[config.mk]
export PLATFORM = sky130hd
export DESIGN_NAME = instr_mem_loader
export DESIGN_NICKNAME = d
export VERILOG_FILES = /design/src/rtl/instr_mem_loader.sv
export SDC_FILE = /design/constraint.sdc
export NUM_CORES = 1
export LEC_CHECK = 0
export BUFFER_PORTS_ARGS = -buffer_cell sky130_fd_sc_hd__buf_2
export CAP_MARGIN = 20
export CORE_ASPECT_RATIO = 1.2
export CORE_UTILIZATION = 35
export CTS_BUF_LIST = sky130_fd_sc_hd__clkbuf_8
export CTS_CLUSTER_SIZE = 8
export DETAILED_ROUTE_END_ITERATION = 7
export PLACE_DENSITY_LB_ADDON = 0.12
export REMOVE_ABC_BUFFERS = 1
export SLEW_MARGIN = 0
export SYNTH_ARGS = -nofsm -noshare
export SYNTH_HDL_FRONTEND = slang
export SYNTH_SLANG_ARGS = --single-unit
[constraint.sdc]
create_clock -name clk -period 4.3 [get_ports clk]
set_clock_uncertainty 0.05 [all_clocks]
set_input_delay 0 -clock clk [delete_from_list [all_inputs] [get_ports clk]]
set_output_delay 0 -clock clk [all_outputs]
set_load 0.005 [all_outputs]
[src/rtl/instr_mem_loader.sv]
// -----------------------------------------------------------------------------
// instr_mem_loader
//
// Write-side loader for the byte-addressed, little-endian instruction memory.
// Takes a length-prefixed byte stream and turns the payload into sequential
// byte writes starting at BASE_ADDR. The stream is a 4-byte little-endian
// length LEN followed by LEN payload bytes. The CPU is held in reset while an
// image is loading. It is released when every declared byte has been written,
// or when the declared length does not fit in memory (error).
//
// Ports:
//   clk         system clock, rising edge
//   rst_n       asynchronous active-low reset
//   start       one-cycle load request (honoured in IDLE, DONE, ERROR only)
//   byte_valid  upstream byte available
//   byte_data   upstream byte
//   byte_ready  loader accepts a byte this cycle (high in HDR and DATA)
//   mem_we      byte write strobe to instruction memory
//   mem_addr    byte write address
//   mem_wdata   byte write data
//   cpu_hold    keep CPU in reset while loading
//   done        load completed successfully (level)
//   error       declared length exceeds capacity (level)
//   byte_count  payload bytes written so far
//
// Handshake: a byte transfers on a rising edge where byte_valid && byte_ready.
// byte_data is sampled only on that edge. byte_valid while byte_ready is low
// has no effect. byte_ready depends only on the state, never on byte_valid.
// -----------------------------------------------------------------------------
module instr_mem_loader #(
    parameter int ADDRESS_WIDTH = 12,
    parameter int BASE_ADDR     = 0
) (
    input  logic                     clk,
    input  logic                     rst_n,
    input  logic                     start,
    input  logic                     byte_valid,
    input  logic [7:0]               byte_data,
    output logic                     byte_ready,
    output logic                     mem_we,
    output logic [ADDRESS_WIDTH-1:0] mem_addr,
    output logic [7:0]               mem_wdata,
    output logic                     cpu_hold,
    output logic                     done,
    output logic                     error,
    output logic [31:0]              byte_count
);

    typedef enum logic [2:0] {
        S_IDLE,
        S_HDR,
        S_DATA,
        S_DONE,
        S_ERROR
    } state_t;

    // Bytes available above BASE_ADDR. This is kept at 33 bits so that a full
    // 32-bit LEN can be compared without overflow.
    localparam logic [32:0] CAPACITY =
        (33'd1 << ADDRESS_WIDTH) - 33'(BASE_ADDR);
    localparam logic [ADDRESS_WIDTH-1:0] BASE_A = ADDRESS_WIDTH'(BASE_ADDR);

    state_t                     state_q, state_d;
    logic [1:0]                 hdr_cnt_q, hdr_cnt_d;
    logic [31:0]                len_q, len_d;
    logic [31:0]                byte_count_q, byte_count_d;
    logic                       mem_we_q, mem_we_d;
    logic [ADDRESS_WIDTH-1:0]   mem_addr_q, mem_addr_d;
    logic [7:0]                 mem_wdata_q, mem_wdata_d;

    logic                       accept;
    logic [31:0]                len_full;

    assign byte_ready = (state_q == S_HDR) || (state_q == S_DATA);
    assign cpu_hold   = byte_ready;
    assign done       = (state_q == S_DONE);
    assign error      = (state_q == S_ERROR);
    assign mem_we     = mem_we_q;
    assign mem_addr   = mem_addr_q;
    assign mem_wdata  = mem_wdata_q;
    assign byte_count = byte_count_q;

    assign accept = byte_valid && byte_ready;

    // The header shifts in from the top. After four bytes, the first byte
    // received sits in LEN[7:0]. len_full is the value LEN holds once the
    // current byte has been shifted in.
    assign len_full = {byte_data, len_q[31:8]};

    always_comb begin
        state_d      = state_q;
        hdr_cnt_d    = hdr_cnt_q;
        len_d        = len_q;
        byte_count_d = byte_count_q;
        mem_we_d     = 1'b0;
        mem_addr_d   = mem_addr_q;
        mem_wdata_d  = mem_wdata_q;

        case (state_q)
            S_IDLE, S_DONE, S_ERROR: begin
                if (start) begin
                    state_d      = S_HDR;
                    hdr_cnt_d    = 2'd0;
                    len_d        = 32'd0;
                    byte_count_d = 32'd0;
                end
            end
            S_HDR: begin
                if (accept) begin
                    len_d     = len_full;
                    hdr_cnt_d = 2'(hdr_cnt_q + 2'd1);
                    if (hdr_cnt_q == 2'd3) begin
                        if (len_full == 32'd0) begin
                            state_d = S_DONE;
                        end else if ({1'b0, len_full} > CAPACITY) begin
                            state_d = S_ERROR;
                        end else begin
                            state_d = S_DATA;
                        end
                    end
                end
            end
            S_DATA: begin
                if (accept) begin
                    // Before the increment, byte_count_q is the 0-based index
                    // of this byte. The range check guarantees that
                    // BASE + index never wraps.
                    mem_we_d     = 1'b1;
                    mem_addr_d   = BASE_A + byte_count_q[ADDRESS_WIDTH-1:0];
                    mem_wdata_d  = byte_data;
                    byte_count_d = byte_count_q + 32'd1;
                    if (byte_count_d == len_q) begin
                        state_d = S_DONE;
                    end
                end
            end
            default: state_d = S_IDLE;
        endcase
    end

    always_ff @(posedge clk or negedge rst_n) begin
        if (!rst_n) begin
            state_q      <= S_IDLE;
            hdr_cnt_q    <= 2'd0;
            len_q        <= 32'd0;
            byte_count_q <= 32'd0;
            mem_we_q     <= 1'b0;
            mem_addr_q   <= '0;
            mem_wdata_q  <= 8'd0;
        end else begin
            state_q      <= state_d;
            hdr_cnt_q    <= hdr_cnt_d;
            len_q        <= len_d;
            byte_count_q <= byte_count_d;
            mem_we_q     <= mem_we_d;
            mem_addr_q   <= mem_addr_d;
            mem_wdata_q  <= mem_wdata_d;
        end
    end

endmodule
# Yosys cells after proc, flatten, opt, wreduce, memory -nomap -nowiden
# Cells that the tools add are included.
[word_totals]
output_inout_bits = 57
inputBits = 12
word_cells = 50
ff_bits = 90
[classes]
n_mux = 18
magnitude_cmp = 1
add_sub_neg = 2
eq_ne = 11
reduce_logical = 11
[op_table]
columns = ["operator", "count"]
rows = [
  ["$pmux W32 S2", 2],
  ["$mux W32", 3],
  ["$add A32 B1 Y32 const B", 1],
  ["$eq A32 B32 Y1", 1],
  ["$gt A32 B13 Y1 const B", 1],
  ["$logic_not A32 Y1", 1],
  ["$mux W3", 7],
  ["$pmux W3 S3", 1],
  ["$eq A3 B2 Y1 const B", 2],
  ["$ne A2 B2 Y1 const B", 3],
  ["$reduce_and A3 Y1", 2],
  ["$reduce_and A5 Y1", 1],
  ["$mux W2", 2],
  ["$ne A2 B1 Y1 const B", 2],
  ["$pmux W2 S2", 1],
  ["$reduce_bool A2 Y1", 2],
  ["$eq A3 B1 Y1 const B", 1],
  ["$eq A3 B3 Y1 const B", 1],
  ["$logic_not A3 Y1", 1],
  ["$reduce_or A3 Y1", 1],
  ["$add A2 B1 Y2 const B", 1],
  ["$eq A2 B2 Y1 const B", 1],
  ["$mux W1", 2],
  ["$reduce_and A2 Y1", 1],
  ["other kinds (2)", 2],
]

# Depth between registers and ports, before layout
# Gate-level depths: netlist of run 1.
[logic_depth]
depth_word = 6
ltp_mapped = 11
mapped_depth_nobuf = 9

# Worst setup path after synthesis of run 1
# OpenSTA, ideal clock, no wires.
[synth_timing]
kind = "flip-flop to flip-flop"
from = "reg byte_count_q[1], in the netlist byte_count[1]"
to = "reg state_q[0]"
path_stages_with_launch = 12
synth_period_minus_slack_ns = 2.379
setup_time_ns = 0.092
arrival_time_ns = 2.237
slack_ns = 1.921
path_cell_list = "dfrtp_1 > ha_1 > and4_1 > and4_1 > buf_6 > and3_4 > buf_6 > nor3_2 > a31oi_1 > nor4_2 > nand4_1 > o31ai_2"
[synth_between]
elab_chain_len = 4
[synth_rtl]
columns = ["element", "line_no", "rtl"]
rows = [
  ["start: declaration", "66", "logic [31:0] byte_count_q, byte_count_d;"],
  ["start signal: assignment", "154", "byte_count_q <= byte_count_d;"],
  ["$add A32 B1 Y32", "131", "byte_count_d = byte_count_q + 32'd1;"],
  ["$eq A32 B32 Y1", "132", "if (byte_count_d == len_q) begin"],
  ["$ne A2 B1 Y1 (no line)", "--", ""],
  ["$reduce_and A5 Y1 (no line)", "--", ""],
  ["end signal: assignment", "151", "state_q <= state_d;"],
  ["end: declaration", "63", "state_t state_q, state_d;"],
]
# No other way between the ends.
# A chain may end at the register's enable or synchronous reset.

# Final worst setup path of run 1
[layout_timing]
from = "reg byte_count_q[3], in the netlist byte_count[3]"
to = "reg state_q[0]"
# Same word-level chain as after synthesis.

==> flow_summary.yaml, run 1 <==
outcome:
  outcome: "finished with violations"
  violations: "design-rule violations"
worst_setup_path:
  critPathMaxStageDelay_ns: 0.53
  cp_top_family: "simple AND/OR/NAND/NOR gates"
  crit_fanout: 11
  cp-startpoint: "byte_count[3]"
  critPathArrivalTime_ns: 3.04
  slowest_stage: "dfrtp_1"
  end_kind: "register"
  crit_chain: "and4_1 > nand3_4 > nor3_1 > buf_4 > nand4_2 > xnor2_1 > nor4_1 > nand4_1 > o31ai_2"
  r2r-start: "byte_count[3]"
  critPathKind: "reg2reg"
  worstPathRequired_ns: 4.54
  critPathLaunchType: "register"
  worst-path-buf-inv: 1
global_route:
  antenna_found_initial: 0
  grt_start_max_net_pins: 65
  grt_pass1_wl_mm: 23.6
  grt_util_all_layers_pct: 20.7
  grt_pass1_vias: 4183
  overflow: 0
sta:
  maxSlewHeadroom_pct: 51.0
  slew_viol_final: 0
  setup_viol: 0
  fmaxAchievable_mhz: 358
  worstMarginPinSlew_ns: 0.735
  post-route-min-period_ns: 2.80
  rsz0062_at_grt: "no"
  tns_ns: 0
  period_share_pct: 65.0
  final_hold_viol_count: 0
cells_and_area:
  final_area_um2: 5720
  nFillCells: 1420
  nets: 614
  multi_input_area_um2: 2550
  seq_area_um2: 2250
  drive_gt1_share_pct: 18.3
  area_growth_pct: 13.6
  num_antenna_cells: 0
place:
  dp_hpwl_mm: 9.84
  portBuffers: 68
  place.gp.congestion: 0.822
  place_area_um2: 5450
cts:
  clk_pin_slew_ns: 0.09
  cts_tree: "built"
  postCtsSetupRepairBufs: 0
  clk_root_buffer_cell: "clkbuf_8"
  cts_buffers: 9
  cts_resized: 0
  htree_levels: 3
  clkSinkCount: 90
  clk_latency_ns: 0.38
  clockBufferDepth: 2
logic_synthesis:
  synth_most_common_cell: "nand2_1"
  ys_top_cells_by_count: "nand2_1, dfrtp_1, o21ai_0, a22o_1, nor2_1"
  synth_top_flop_cell: "dfrtp_1"
  async_flop_share_pct: 100
  synth_cell_types: 58
  synthTopCellsByArea: "dfrtp_1, nand2_1, a22o_1, xnor2_1, o21ai_0"
  syn-instance-count: 550
  ys.warnings.count: 0
  avgSynthCellArea_um2: 9.16
  synth_edf_count: 0
  netlist_area_um2: 5040
  synth_top_area_share_pct: 44.7
  synth_seq_cells: 90
  yosysTopAreaCell: "dfrtp_1"
  seq_area_frac_synth_pct: 44.7
die:
  coreArea_um2: 13900
  initial_core_util_pct: 36.2
  die_w_um: 112
  fp-row-count: 47
  die_y_um: 133
  ios: 69
  dieArea_um2: 14900
drt:
  dr.pass1.iters: 8
  vias_per_cell: 5.63
  route.detailed.drc: 8
  first_iter_violations: 247
  drt-total-wl_mm: 14.5
  antenna_left: 0
  vias: 4366
  wl_per_cell_um: 18.7
power:
  irDropWorstVdd_uv: 246
  p_per_area_nw_per_um2: 423
  cellLeakagePower_nw: 2.78
job:
  maxCapViolations: 0
min_path:
  hold_class: "in2async"
-- registers in the layout, summed over array words and instances (netlist names) --
signal / count
state_q: 3
mem_we: 1
byte_count: 32
len_q: 32
hdr_cnt_q: 2
mem_wdata: 8
mem_addr: 12
-- placed cells by master, fill, tap and decap left out, types with 4 or more instances in the layout --
master	synthesis	final
buf_4	1	7
clkbuf_8	0	12
a22o_1	35	35
a211oi_1	5	5
inv_1	4	6
nor4_1	6	6
xor2_1	15	15
nand2b_1	4	4
xnor2_1	28	28
a21oi_1	25	24
nor2_1	31	30
o31ai_1	15	15
a31oi_1	8	8
a21o_1	5	5
buf_2	7	67
nor2b_1	5	5
nand2_1	93	93
dfrtp_1	90	90
o21ai_0	43	43
dlygate4sd3_1	0	9
nand4_1	13	13
nand3_1	13	12
nor3_1	9	9
and3_1	11	11
-- per-stage QoR --
stage	power, W	std cells	worst slack, ns	util, %	hold slack [ns]
5_1_grt	0.00257	776	1.28	41.1	0.107
6_report	0.00242	776	1.50	41.1	0.0727
3_3_place_gp	0.00185	750	1.59	38.9	-0.0533
4_1_cts	0.00245	776	1.50	41.1	0.0702
2_1_floorplan	0.00159	505	0.766	-	-0.346
3_5_place_dp	0.00188	751	1.55	39.1	-0.0462
-- worst paths after layout --
path,end,slack [ns],cells after the start
worst min-delay path,byte_count[2],0.07,2
worst max register to register,state_q[0],1.50,9
max in group asynchronous,state_q[2],3.04,3
worst min register to register,mem_addr[2],0.42,2
worst max-delay path,state_q[0],1.50,9
min in group clk,state_q[2],0.08,3
-- final cells by class --
cell class	instances	share of cell area [%]
inverters	5	0.328
well taps	171	3.74
repair buffers	84	8.83
clock inverters	4	0.306
multi-input cells	410	44.6
clock buffers	12	2.89
flip-flops and latches	90	39.4
-- layer usage --
metal / wire, um / global-route usage [%]
met5: 0 / 0
met2: 6900 / 32.9
met3: 693 / 3.41
met4: 417 / 10.4
met1: 6520 / 27.2
-- cell families after synthesis --
family / share of synthesized area, %
xor+xnor: 7.47
fa+ha+maj: 0.496
flops: 44.7
mux: 0.645
compound gates: 20.5
simple gates: 21.3
buf+inv: 4.94
-- repair_timing --
action,CTS,global route
endpoints found under the hold margin,52,0
setup endpoints to repair,0,0
hold buffers,9,0
-- where the power goes --
group          leakage [nW]  switching, W  internal, W
Sequential             1.24      0.000177     0.000954
Clock                 0.105      0.000309     0.000252
Combinational          1.43      0.000397     0.000332
Total                  2.78      0.000884      0.00154
Note: power is estimated with default switching activity, not from simulation.
==> run 2: changes to the inputs <==
- clock period: 4.3 -> 2.3 ns (I/O delays scaled with it)
==> flow_summary.yaml, run 2 (same netlist as run 1, synthesis figures left out) <==
job:
  maxCapViolations: 0
worst_setup_path:
  critPathMaxStageDelay_ns: 0.45
  crit_chain: "nor4_4 > buf_4 > nand4_1 > or4_4 > a211oi_4 > nand3_2 > nor4_4 > nand4_1 > o31ai_2"
  r2r_setup_slack_ns: -0.1
  critPathArrivalTime_ns: 2.64
  critPathLaunchType: "register"
  end_kind: "register"
  worst-path-buf-inv: 1
  reg2reg_to: "state_q[0]"
  worstPathRequired_ns: 2.55
  slowest_stage: "or4_4"
  r2r_cells: 9
  crit_fanout: 2
  cp_top_family: "simple AND/OR/NAND/NOR gates"
  r2r-start: "len_q[27]"
  critPathKind: "reg2reg"
cts:
  postCtsSetupRepairBufs: 0
  clk_latency_ns: 0.39
  clk_pin_slew_ns: 0.10
  htree_levels: 3
  clkSinkCount: 90
  cts_buffers: 9
  clk_root_buffer_cell: "clkbuf_8"
  clockBufferDepth: 2
  cts_tree: "built"
cells_and_area:
  multi_input_area_um2: 2610
  seq_area_um2: 2250
  nets: 706
  area_growth_pct: 29.3
  nFillCells: 1378
  num_antenna_cells: 0
  final_common_cell: "buf_4"
  drive_gt1_share_pct: 30.3
  final_core_util_pct: 46.8
  layout_common_cells: "buf_4, nand2_1, dfrtp_1, buf_2, o21ai_0"
die:
  dieArea_um2: 14900
  ios: 69
  initial_core_util_pct: 36.2
  die_w_um: 112
  coreArea_um2: 13900
  die_y_um: 133
  fp-row-count: 47
place:
  preCtsSetupSlack_ns: -0.252
  dp_hpwl_mm: 11.1
  place.gp.congestion: 0.844
  portBuffers: 68
drt:
  vias_per_cell: 5.44
  vias: 4725
  dr.pass1.iters: 6
  wl_per_cell_um: 18.1
  drt-total-wl_mm: 15.7
  antenna_left: 0
  first_iter_violations: 205
  route.detailed.drc: 11
sta:
  worstMarginPinSlew_ns: 0.756
  worst_slack_ns: -0.0973
  maxSlewHeadroom_pct: 49.5
  final_hold_viol_count: 0
  post-route-min-period_ns: 2.40
  setup_viol: 1
  whs_ns: 0.105
  fmaxAchievable_mhz: 417
  slew_viol_final: 0
  period_share_pct: 104
  rsz0062_at_grt: "yes"
global_route:
  grt_util_all_layers_pct: 22.2
  antenna_found_initial: 0
  grt_pass1_wl_mm: 25.4
  grt_start_max_net_pins: 49
  grt_pass1_vias: 4635
  overflow: 0
power:
  p_per_area_nw_per_um2: 778
  irDropWorstVdd_uv: 351
  cellLeakagePower_nw: 3.28
min_path:
  min_to: "state_q[2]"
  min_path_cells: 3
  min-delay-start: "start"
  hold_class: "in2reg"
outcome:
  violations: "design-rule violations, negative setup slack"
  outcome: "finished with violations"
-- run 2: cell types whose count changed in the layout (fill, tap and decap cells not counted), moves of 2 or more --
| cell | previous run | this run |
|---|---|---|
| bufinv_16 | 0 | 2 |
| clkbuf_8 | 12 | 10 |
| a211oi_1 | 5 | 3 |
| nor4_4 | 1 | 3 |
| buf_4 | 7 | 98 |
| nor4_1 | 6 | 4 |
| buf_12 | 0 | 2 |
-- run 2: layer usage --
layer | global-route usage [%] | wire [um] | vias up | part of all wire (%)
li1 | - | - | 2276 | -
met1 | 27.5 | 7020 | 2311 | 45
met2 | 38.2 | 7730 | 108 | 49
met3 | 3.05 | 480 | 30 | 3.1
met4 | 10.2 | 459 | 0 | 2.9
met5 | 0 | 0 | - | 0
-- run 2: worst register-to-register path: stages (launching register included) --
cell and delay, ns:
dfrtp_1 0.42, nor4_4 0.30, buf_4 0.15, nand4_1 0.07
or4_4 0.45, a211oi_4 0.24, nand3_2 0.11, nor4_4 0.15
nand4_1 0.14, o31ai_2 0.21
-- run 2: power by group --
group | switching, W | internal [W] | leakage [nW]
Sequential | 0.000207 | 0.00179 | 1.24
Combinational | 0.000989 | 0.000847 | 1.92
Clock | 0.000607 | 0.000634 | 0.113
-- run 2: metrics by stage --
stage	setup TNS (ns)	total power [W]	instances	cell area [um^2]
after floorplan	-44.70	0.00298	505	4810
after global placement	-0.171	0.00371	843	6150
after detailed placement	-0.252	0.00374	843	6150
after CTS	-0.173	0.00504	868	6480
after global routing	-0.307	0.00536	868	6520
final	-0.0973	0.00507	868	6520
-- run 2: final cells by class --
cell class | instances | share of cell area (%)
multi-input cells | 410 | 40.1
flip-flops and latches | 90 | 34.6
repair buffers | 176 | 18.4
well taps | 171 | 3.28
clock buffers | 10 | 2.11
clock inverters | 6 | 1.25
inverters | 5 | 0.288
-- run 2: how the worst max path moves through the flow --
| stage | startpoint | endpoint | slack (ns) | depth (start not counted) |
|---|---|---|---|---|
| 2_1_floorplan | state_q[0] | byte_count[10] | -1.23 | 6 |
| 6_report | len_q[27] | state_q[0] | -0.1 | 9 |
| 3_3_place_gp | byte_count[0] | state_q[0] | -0.17 | 9 |
| 3_5_place_dp | byte_count[0] | state_q[0] | -0.25 | 9 |
| 4_1_cts | len_q[27] | state_q[0] | -0.17 | 9 |
| 5_1_grt | len_q[27] | state_q[0] | -0.31 | 9 |
-- run 2: what timing repair did --
item	CTS	global route
hold endpoints to repair	58	0
gates resized for setup	5	7
endpoints found under the setup margin	1	2
pin swaps	1	0
hold buffers	9	0
==> run 3: changes to the inputs <==
- BUFFER_PORTS_ARGS: -buffer_cell sky130_fd_sc_hd__buf_2 -> -buffer_cell sky130_fd_sc_hd__clkbuf_2
==> flow_summary.yaml, run 3 (same netlist as run 1, synthesis figures left out) <==
cts:
  clk_pin_slew_ns: 0.09
  clk_latency_ns: 0.38
  cts_tree: "built"
  clkSinkCount: 90
  clockBufferDepth: 2
  cts_buffers: 9
  htree_levels: 3
  clk_root_buffer_cell: "clkbuf_8"
sta:
  tns_ns: -0.149
  period_share_pct: 106
  slew_viol_final: 0
  post-route-min-period_ns: 2.45
  worst_slack_ns: -0.149
  worstMarginPinSlew_ns: 0.843
  maxSlewHeadroom_pct: 43.6
  final_hold_viol_count: 0
  setup_viol: 1
  rsz0062_at_grt: "yes"
  fmaxAchievable_mhz: 408
cells_and_area:
  drive_gt1_share_pct: 30.5
  final_common_cell: "buf_4"
  seq_area_um2: 2250
  layout_common_cells: "buf_4, nand2_1, dfrtp_1, clkbuf_2, o21ai_0"
  multi_input_area_um2: 2590
  num_antenna_cells: 0
  nFillCells: 1352
  area_growth_pct: 28.4
  nets: 709
power:
  irDropWorstVdd_uv: 448
  p_per_area_nw_per_um2: 752
  p_int_w: 0.00311
  combPwrFrac_pct: 37.1
  swShare_pct: 36.0
  pwr-share-seq_pct: 40.6
  cellLeakagePower_nw: 3.22
  p_sw_w: 0.00175
  clkPwrFrac_pct: 22.3
global_route:
  grt_pass1_wl_mm: 25.2
  antenna_found_initial: 0
  grt_util_all_layers_pct: 21.9
  overflow: 0
  grt_pass1_vias: 4678
  grt_start_max_net_pins: 39
worst_setup_path:
  crit_fanout: 4
  crit_path_end: "state_q[0]"
  r2r-start: "byte_count[0]"
  critPathKind: "reg2reg"
  reg2reg_to: "state_q[0]"
  critPathArrivalTime_ns: 2.69
  cp-startpoint: "byte_count[0]"
  critPathLaunchType: "register"
  worstPathRequired_ns: 2.54
  r2r_setup_slack_ns: -0.15
  r2r_cells: 8
  end_kind: "register"
die:
  initial_core_util_pct: 36.2
  dieArea_um2: 14900
  fp-row-count: 47
  die_y_um: 133
  die_w_um: 112
  ios: 69
  coreArea_um2: 13900
place:
  portBuffers: 68
  preCtsSetupSlack_ns: -0.255
  dp_hpwl_mm: 11.1
  place.gp.congestion: 0.865
drt:
  vias: 4708
  drt-total-wl_mm: 15.6
  dr.pass1.iters: 6
  vias_per_cell: 5.41
  route.detailed.drc: 5
  first_iter_violations: 215
  antenna_left: 0
  wl_per_cell_um: 17.9
job:
  maxCapViolations: 0
outcome:
  violations: "design-rule violations, negative setup slack"
  outcome: "finished with violations"
min_path:
  hold_class: "in2async"
run 3: cell types whose count changed in the layout (fill, tap and decap cells not counted), sizes merged:
cell,delta
bufinv,-2
and3,+1
clkbuf,+70
buf,-65
inv,-1
clkinvlp,-1
run 3: timing repair:
item                                    in CTS  in global routing
endpoints found under the setup margin       1                  2
hold endpoints to repair                    51                  0
hold buffers                                 9                  0
setup buffers                                0                  2
gates resized for setup                      5                  4
cloned                                       0                  1
run 3: power groups by stage:
stage	clock network [W]	registers [W]	logic [W]
after floorplan	0	0.00203	0.000954
after global placement	0	0.00199	0.00172
after detailed placement	0	0.00200	0.00174
after CTS	0.00111	0.00197	0.00181
after global routing	0.00116	0.00201	0.00197
final	0.00108	0.00197	0.00181
run 3: worst min path at each step:
stage,startpoint,to,depth (start not counted)
after floorplan,rst_n,byte_count[0],0
after global placement,rst_n,len_q[2],1
final,rst_n,len_q[2],2
after CTS,rst_n,len_q[2],2
after detailed placement,rst_n,len_q[2],1
after global routing,rst_n,len_q[2],2
run 3: routing by layer:
layer  up-vias  global-route usage, %  share of wire [%]
met5         -                      0                  0
met4         0                   9.53                2.9
met3        28                   2.96                3.4
met2        99                   38.0                 50
met1      2303                   27.1                 44
li1       2278                      -                  -
run 3: cell type report:
cell class / instances / share of cell area, %
Multi-Input combinational cell: 411 / 40.1
Inverter: 5 / 0.290
Clock buffer: 13 / 2.77
Clock inverter: 2 / 0.155
Tap cell: 171 / 3.31
Sequential cell: 90 / 34.8
Timing Repair Buffer: 178 / 18.6
run 3: through the flow:
step / util, % / power (W) / hold slack (ns) / std cells / area, um^2
floorplan: - / 0.00298 / -0.346 / 505 / 4810
global placement: 44.0 / 0.00371 / -0.0274 / 843 / 6130
detailed placement: 44.0 / 0.00374 / -0.0301 / 843 / 6130
CTS: 46.2 / 0.00489 / 0.118 / 867 / 6440
global route: 46.4 / 0.00513 / 0.150 / 870 / 6470
finish: 46.4 / 0.00486 / 0.110 / 870 / 6470
run 3: worst max-delay path, cell delays in order, from the launching register on:
cell and delay, ns:
dfrtp_1 0.42, ha_1 0.24, and4_2 0.27, and3_1 0.20, xor2_1 0.16, mux2_2 0.38
nor4_2 0.30, nand4_1 0.14, o31ai_2 0.20
